### config.mk
export PLATFORM = sky130hd
export DESIGN_NAME = fetch_unit
export DESIGN_NICKNAME = d
export VERILOG_FILES = /design/src/rtl/fetch_unit.sv
export SDC_FILE = /design/constraint.sdc
export NUM_CORES = 1
export LEC_CHECK = 0
export ABC_AREA = 1
export CAP_MARGIN = 20
export CORE_MARGIN = 1.5
export CORE_UTILIZATION = 57
export DETAILED_ROUTE_END_ITERATION = 8
export PLACE_DENSITY_LB_ADDON = 0.15
export SETUP_SLACK_MARGIN = 0.1
export SLEW_MARGIN = 15
export SYNTH_ARGS = -nofsm -noshare
export SYNTH_HDL_FRONTEND = slang
export SYNTH_SLANG_ARGS = --single-unit
### constraint.sdc
create_clock -name clk -period 7.05 [get_ports clk]
set_clock_uncertainty 0.2 [all_clocks]
set_input_delay 0.705 -clock clk [delete_from_list [all_inputs] [get_ports clk]]
set_output_delay 0.705 -clock clk [all_outputs]
set_load 0.05 [all_outputs]
### src/rtl/fetch_unit.sv
`default_nettype none
// ============================================================================
// Module   : fetch_unit
// Purpose  : Instruction fetch stage. Drives the instruction memory read
//            address, tracks the fixed read latency and buffers returned
//            (pc, instr) pairs in a credit-guarded FIFO towards decode.
// Revision : 1.0 - initial release
// ============================================================================
module fetch_unit #(
    parameter logic [15:0] RESET_PC = 16'h0000,
    parameter int unsigned LATENCY  = 2,
    parameter int unsigned DEPTH    = 4
) (
    input  logic        clk,
    input  logic        rst_n,
    output logic [15:0] mem_raddr,
    input  logic [15:0] mem_rdata,
    input  logic        redirect_valid,
    input  logic [15:0] redirect_pc,
    output logic        out_valid,
    output logic [15:0] out_pc,
    output logic [15:0] out_instr,
    input  logic        out_ready
);

    localparam int unsigned c_PTR_W = (DEPTH > 1) ? $clog2(DEPTH) : 1;
    localparam int unsigned c_CNT_W = $clog2(DEPTH + 1);
    localparam int unsigned c_INF_W = $clog2(LATENCY + 1);
    localparam int unsigned c_OCC_W = c_CNT_W + 1;

    logic [15:0]        r_pc;
    logic [LATENCY-1:0] r_pipe_vld;
    logic [15:0]        r_pipe_pc [LATENCY];
    logic [c_INF_W-1:0] r_inflight_cnt;

    logic [15:0]        r_fifo_pc    [DEPTH];
    logic [15:0]        r_fifo_instr [DEPTH];
    logic [c_PTR_W-1:0] r_wptr;
    logic [c_PTR_W-1:0] r_rptr;
    logic [c_CNT_W-1:0] r_fifo_cnt;

    logic [c_OCC_W-1:0] w_occupancy;
    logic               w_issue;
    logic               w_ret;
    logic               w_push;
    logic               w_pop;

    // Credits count both buffered and in-flight words, so the memory (which
    // cannot be stalled) always finds a free FIFO slot when its data returns.
    always_comb begin
        w_occupancy = c_OCC_W'(r_fifo_cnt) + c_OCC_W'(r_inflight_cnt);
        w_issue     = !redirect_valid && (w_occupancy < c_OCC_W'(DEPTH));
        w_ret       = r_pipe_vld[LATENCY-1];
        w_push      = w_ret && !redirect_valid;
        w_pop       = out_valid && out_ready;
    end

    always_ff @(posedge clk) begin
        if (!rst_n) begin
            r_pc <= RESET_PC;
        end else if (redirect_valid) begin
            r_pc <= redirect_pc;
        end else if (w_issue) begin
            r_pc <= r_pc + 16'd1;
        end
    end

    always_ff @(posedge clk) begin
        if (!rst_n || redirect_valid) begin
            r_pipe_vld <= '0;
        end else begin
            for (int i = int'(LATENCY) - 1; i > 0; i--) begin
                r_pipe_vld[i] <= r_pipe_vld[i-1];
            end
            r_pipe_vld[0] <= w_issue;
        end
    end

    always_ff @(posedge clk) begin
        for (int i = int'(LATENCY) - 1; i > 0; i--) begin
            r_pipe_pc[i] <= r_pipe_pc[i-1];
        end
        r_pipe_pc[0] <= r_pc;
    end

    always_ff @(posedge clk) begin
        if (!rst_n || redirect_valid) begin
            r_inflight_cnt <= '0;
        end else begin
            case ({w_issue, w_ret})
                2'b10:   r_inflight_cnt <= r_inflight_cnt + c_INF_W'(1);
                2'b01:   r_inflight_cnt <= r_inflight_cnt - c_INF_W'(1);
                default: r_inflight_cnt <= r_inflight_cnt;
            endcase
        end
    end

    // A pop in the redirect cycle is honoured by the consumer; the flush then
    // discards whatever remains, so clearing the pointers covers both cases.
    always_ff @(posedge clk) begin
        if (!rst_n || redirect_valid) begin
            r_wptr     <= '0;
            r_rptr     <= '0;
            r_fifo_cnt <= '0;
        end else begin
            if (w_push) begin
                r_wptr <= r_wptr + c_PTR_W'(1);
            end
            if (w_pop) begin
                r_rptr <= r_rptr + c_PTR_W'(1);
            end
            case ({w_push, w_pop})
                2'b10:   r_fifo_cnt <= r_fifo_cnt + c_CNT_W'(1);
                2'b01:   r_fifo_cnt <= r_fifo_cnt - c_CNT_W'(1);
                default: r_fifo_cnt <= r_fifo_cnt;
            endcase
            if (w_push) begin
                assert (r_fifo_cnt != c_CNT_W'(DEPTH));
            end
        end
    end

    always_ff @(posedge clk) begin
        if (w_push) begin
            r_fifo_pc[r_wptr]    <= r_pipe_pc[LATENCY-1];
            r_fifo_instr[r_wptr] <= mem_rdata;
        end
    end

    assign mem_raddr = r_pc;
    assign out_valid = (r_fifo_cnt != '0);
    assign out_pc    = r_fifo_pc[r_rptr];
    assign out_instr = r_fifo_instr[r_rptr];

endmodule
`default_nettype wire

==> metrics <==
outcome=completed; Die Y-Extent=roughly 110 µm; Setup Buffers After CTS=0; HPWL Detailed=just under 8000 µm; post-synthesis register bit count=between 150 and 200; port bufs=84; reg-to-reg endpoint=r_fifo_cnt[2]; post-route ant nets=0; first-pass GRT wire length=approximately 21,000 µm; syn_nets=~630; Area after DPL=~8100 µm²; MaxCap Viol Count=0; worst-skew pair later-pin latency=0.42 ns; Reg clk slew, reported paths=0.06 ns; Hold Path Origin=r_pipe_pc[0][5]; post-layout util=between 70% and 80%; RSZ-0062 raised after global routing=false; via count=4,507; CP Data Arrival Time=3.13 ns; Crit. End Element=primary output; r2r setup slk=between 4 and 5 ns; router iterations before antenna repair=4; fin crit share=a little under three fifths; maximum clock insertion buffer count=2; Syn Area/Cell=about 12 µm²; GRT overflow=0; Syn Inst Count=between 500 and 600; GRT Total Usage=21.2%; core area=12,100 µm²; GR met2 Demand/Resource=~36%; DP Cell Count=a little over 800; cts hold-fix bufs=0; fraction of registers with async set/reset=0%; Final Hold Fails=0; maximum number of pins on one net before global-route repair=between 60 and 70; Buf/Inv on CP=2; Power Dens Cells=around 250 nW/µm²; CTS Buf Count=17; final WL=~13,000 µm; initial antenna violation count=0; final setup vio count=0; leak pwr=2.98 nW; Required @ worst endpoint=6.14 ns; Crit path largest cell delay=a little under 0.8 ns; worst-path fanout max=64; DR WL/cell=15.4 µm; mapped cell area=7100 µm²; clock net sink count=about 190; crit path time final=slightly above 4 ns; Worst-Margin Slew=~1.0 ns; post-route cell area=around 8600 µm²; proportion of synthesized chip area in sequential cells=71.3%; Initial Utilization=58.9%; r2r worst-path depth=10; Peak VDD IR=roughly 180 µV; cell count along the critical path=4; Post-synth EDFFs=between 100 and 150; dominant synthesized flop cell=edfxtp_1; clk root buf=clkbuf_16; post-cts resize count=0; delay-heaviest family, CP=buffers and inverters; vias in the first global route=about 4,500; Rows=40; DR vias/cell=roughly 5.3; # diodes=0; Critical Path End=out_pc[11]; initial DRC count=267; Fillers=approximately 840; Die Area=~13,000 µm²; CTS tree=built; DRC Markers=0; Distinct cells, synth=36; H-tree Lvls=4; met3 usage=under 10%; Slew Viols, Final=0; fin cells=848; Slowest-stage cell, CP=clkinv_2; synth warn=0; Nets=a little over 700; Fin Setup TNS=0 ns; die width=around 110 µm; I/O pins=85; crit path cell chain=clkinv_2, o21ai_0, o22ai_1, clkdlybuf4s50_1; worst setup path category=reg -> out; crit start category=flip-flop; Reg-to-Reg Start=r_pipe_vld[1]; Area growth syn-to-layout=21.5%; routability cong.=between 0.8 and 0.9; GRT Max-Usage Layer=met2; HP Class=reg -> reg; fraction of layout cells with a size suffix above 1=approximately a tenth; met1 usage=between 20% and 30%; Slew HR=30.3%; max frequency=approximately 250 MHz
[Yosys cell counts (2+ instances only)]
master,instances,share of area [%]
nor2_4,4,0.63
buf_6,2,0.32
nand3_1,12,0.85
a21oi_1,12,0.85
o21ai_2,5,0.62
buf_4,2,0.21
inv_2,2,0.11
a21oi_2,7,0.86
edfxtp_1,128,54
o21ai_1,12,0.85
inv_1,40,2.1
nand2_1,57,3.0
nand4_1,3,0.26
buf_2,6,0.42
o22ai_1,32,2.8
ha_1,8,1.4
nand3_2,3,0.42
nand2_2,3,0.26
clkbuf_1,14,0.74
nor2_1,83,4.4
o21ai_0,68,4.8
dfxtp_1,61,17
xor2_1,5,0.62
a31oi_1,6,0.53
[where the power goes]
group          total, mW  switching (mW)  leakage [nW]  internal (mW)
logic              0.102          0.0599          1.06         0.0416
registers           1.22          0.0176          1.67           1.20
clock network      0.863           0.405         0.254          0.457
[per-layer routing]
layer	vias to the layer above	wire length, µm	part of all wire, %
li1	2233	-	-
met1	2112	5530	42
met2	144	6500	50
met3	18	774	5.9
met4	0	261	2.0
met5	-	0	0
[layout make-up]
class                   count  area, µm²  share of cell area [%]
inverters                  43        163                    1.89
repair buffers             86        868                    10.1
clock buffers              18        429                    4.98
clock inverters            14        111                    1.29
multi-input cells         330       1780                    20.6
flip-flops and latches    189       5070                    58.7
well taps                 168        210                    2.44
[how the worst min path moves through the flow]
stage / end / slack [ns] / depth (start not counted)
global route: r_pipe_pc[0][18] / 0.13 / 0
finish: r_pipe_pc[0][21] / 0.13 / 0
detailed placement: r_pipe_pc[0][21] / 0.11 / 0
CTS: r_pipe_pc[0][21] / 0.13 / 0
floorplan: r_pipe_pc[0][16] / 0.11 / 0
global placement: r_pipe_pc[0][20] / 0.11 / 0
[kinds of logic (layout without fill, tap and decap cells)]
| family | after synthesis | after routing | synth area share, % |
|---|---|---|---|
| xor+xnor | 5 | 5 | 0.617 |
| compound gates | 144 | 144 | 11.5 |
| flops | 189 | 189 | 71.3 |
| buf+inv | 68 | 161 | 4.04 |
| simple gates | 172 | 172 | 10.8 |
| fa+ha+maj | 9 | 9 | 1.69 |
[worst reg2reg max path: stages, from the launching register on]
cell	delay, ns
dfxtp_1	0.32
inv_1	0.10
nor2_1	0.05
inv_1	0.36
ha_1	0.22
inv_1	0.07
fa_1	0.39
a21oi_1	0.16
o21ai_0	0.11
o21ai_0	0.16
a21oi_1	0.06
[state kept, by name (all words and copies together) (netlist names), named ones only]
signal          flops
r_rptr              2
r_inflight_cnt      2
r_wptr              2
r_fifo_pc          64
r_pipe_vld          2
r_fifo_cnt          3
r_pipe_pc          32
r_fifo_instr       64
mem_raddr          16
[layout by cell type (no fill, tap or decap), types with 2 or more instances in the layout]
master             n
clkdlybuf4s50_1   84
xor2_1             5
o21ai_2            5
edfxtp_1         128
nor2_4             8
inv_6              5
clkbuf_16         17
dfxtp_1           60
clkinv_4           2
o22ai_1           32
a21oi_1           12
ha_1               8
nand4_1            3
inv_1             40
clkinv_2           2
nand3_1           12
o21ai_0           68
clkinvlp_4         4
o21ai_1           12
nand2_2            3
a21oi_2            7
nand3_2            3
inv_2              2
a31oi_1            6
nor2_1            79
nand2_1           57
[metrics by stage]
stage	power [mW]	hold slack (ns)	worst slack (ns)
2_1_floorplan	1.30	0.110	4.00
3_3_place_gp	1.34	0.110	2.86
3_5_place_dp	1.35	0.112	2.73
4_1_cts	2.20	0.126	2.27
5_1_grt	2.25	0.130	2.77
6_report	2.18	0.127	3.02
(Power assumes the default switching activity.)
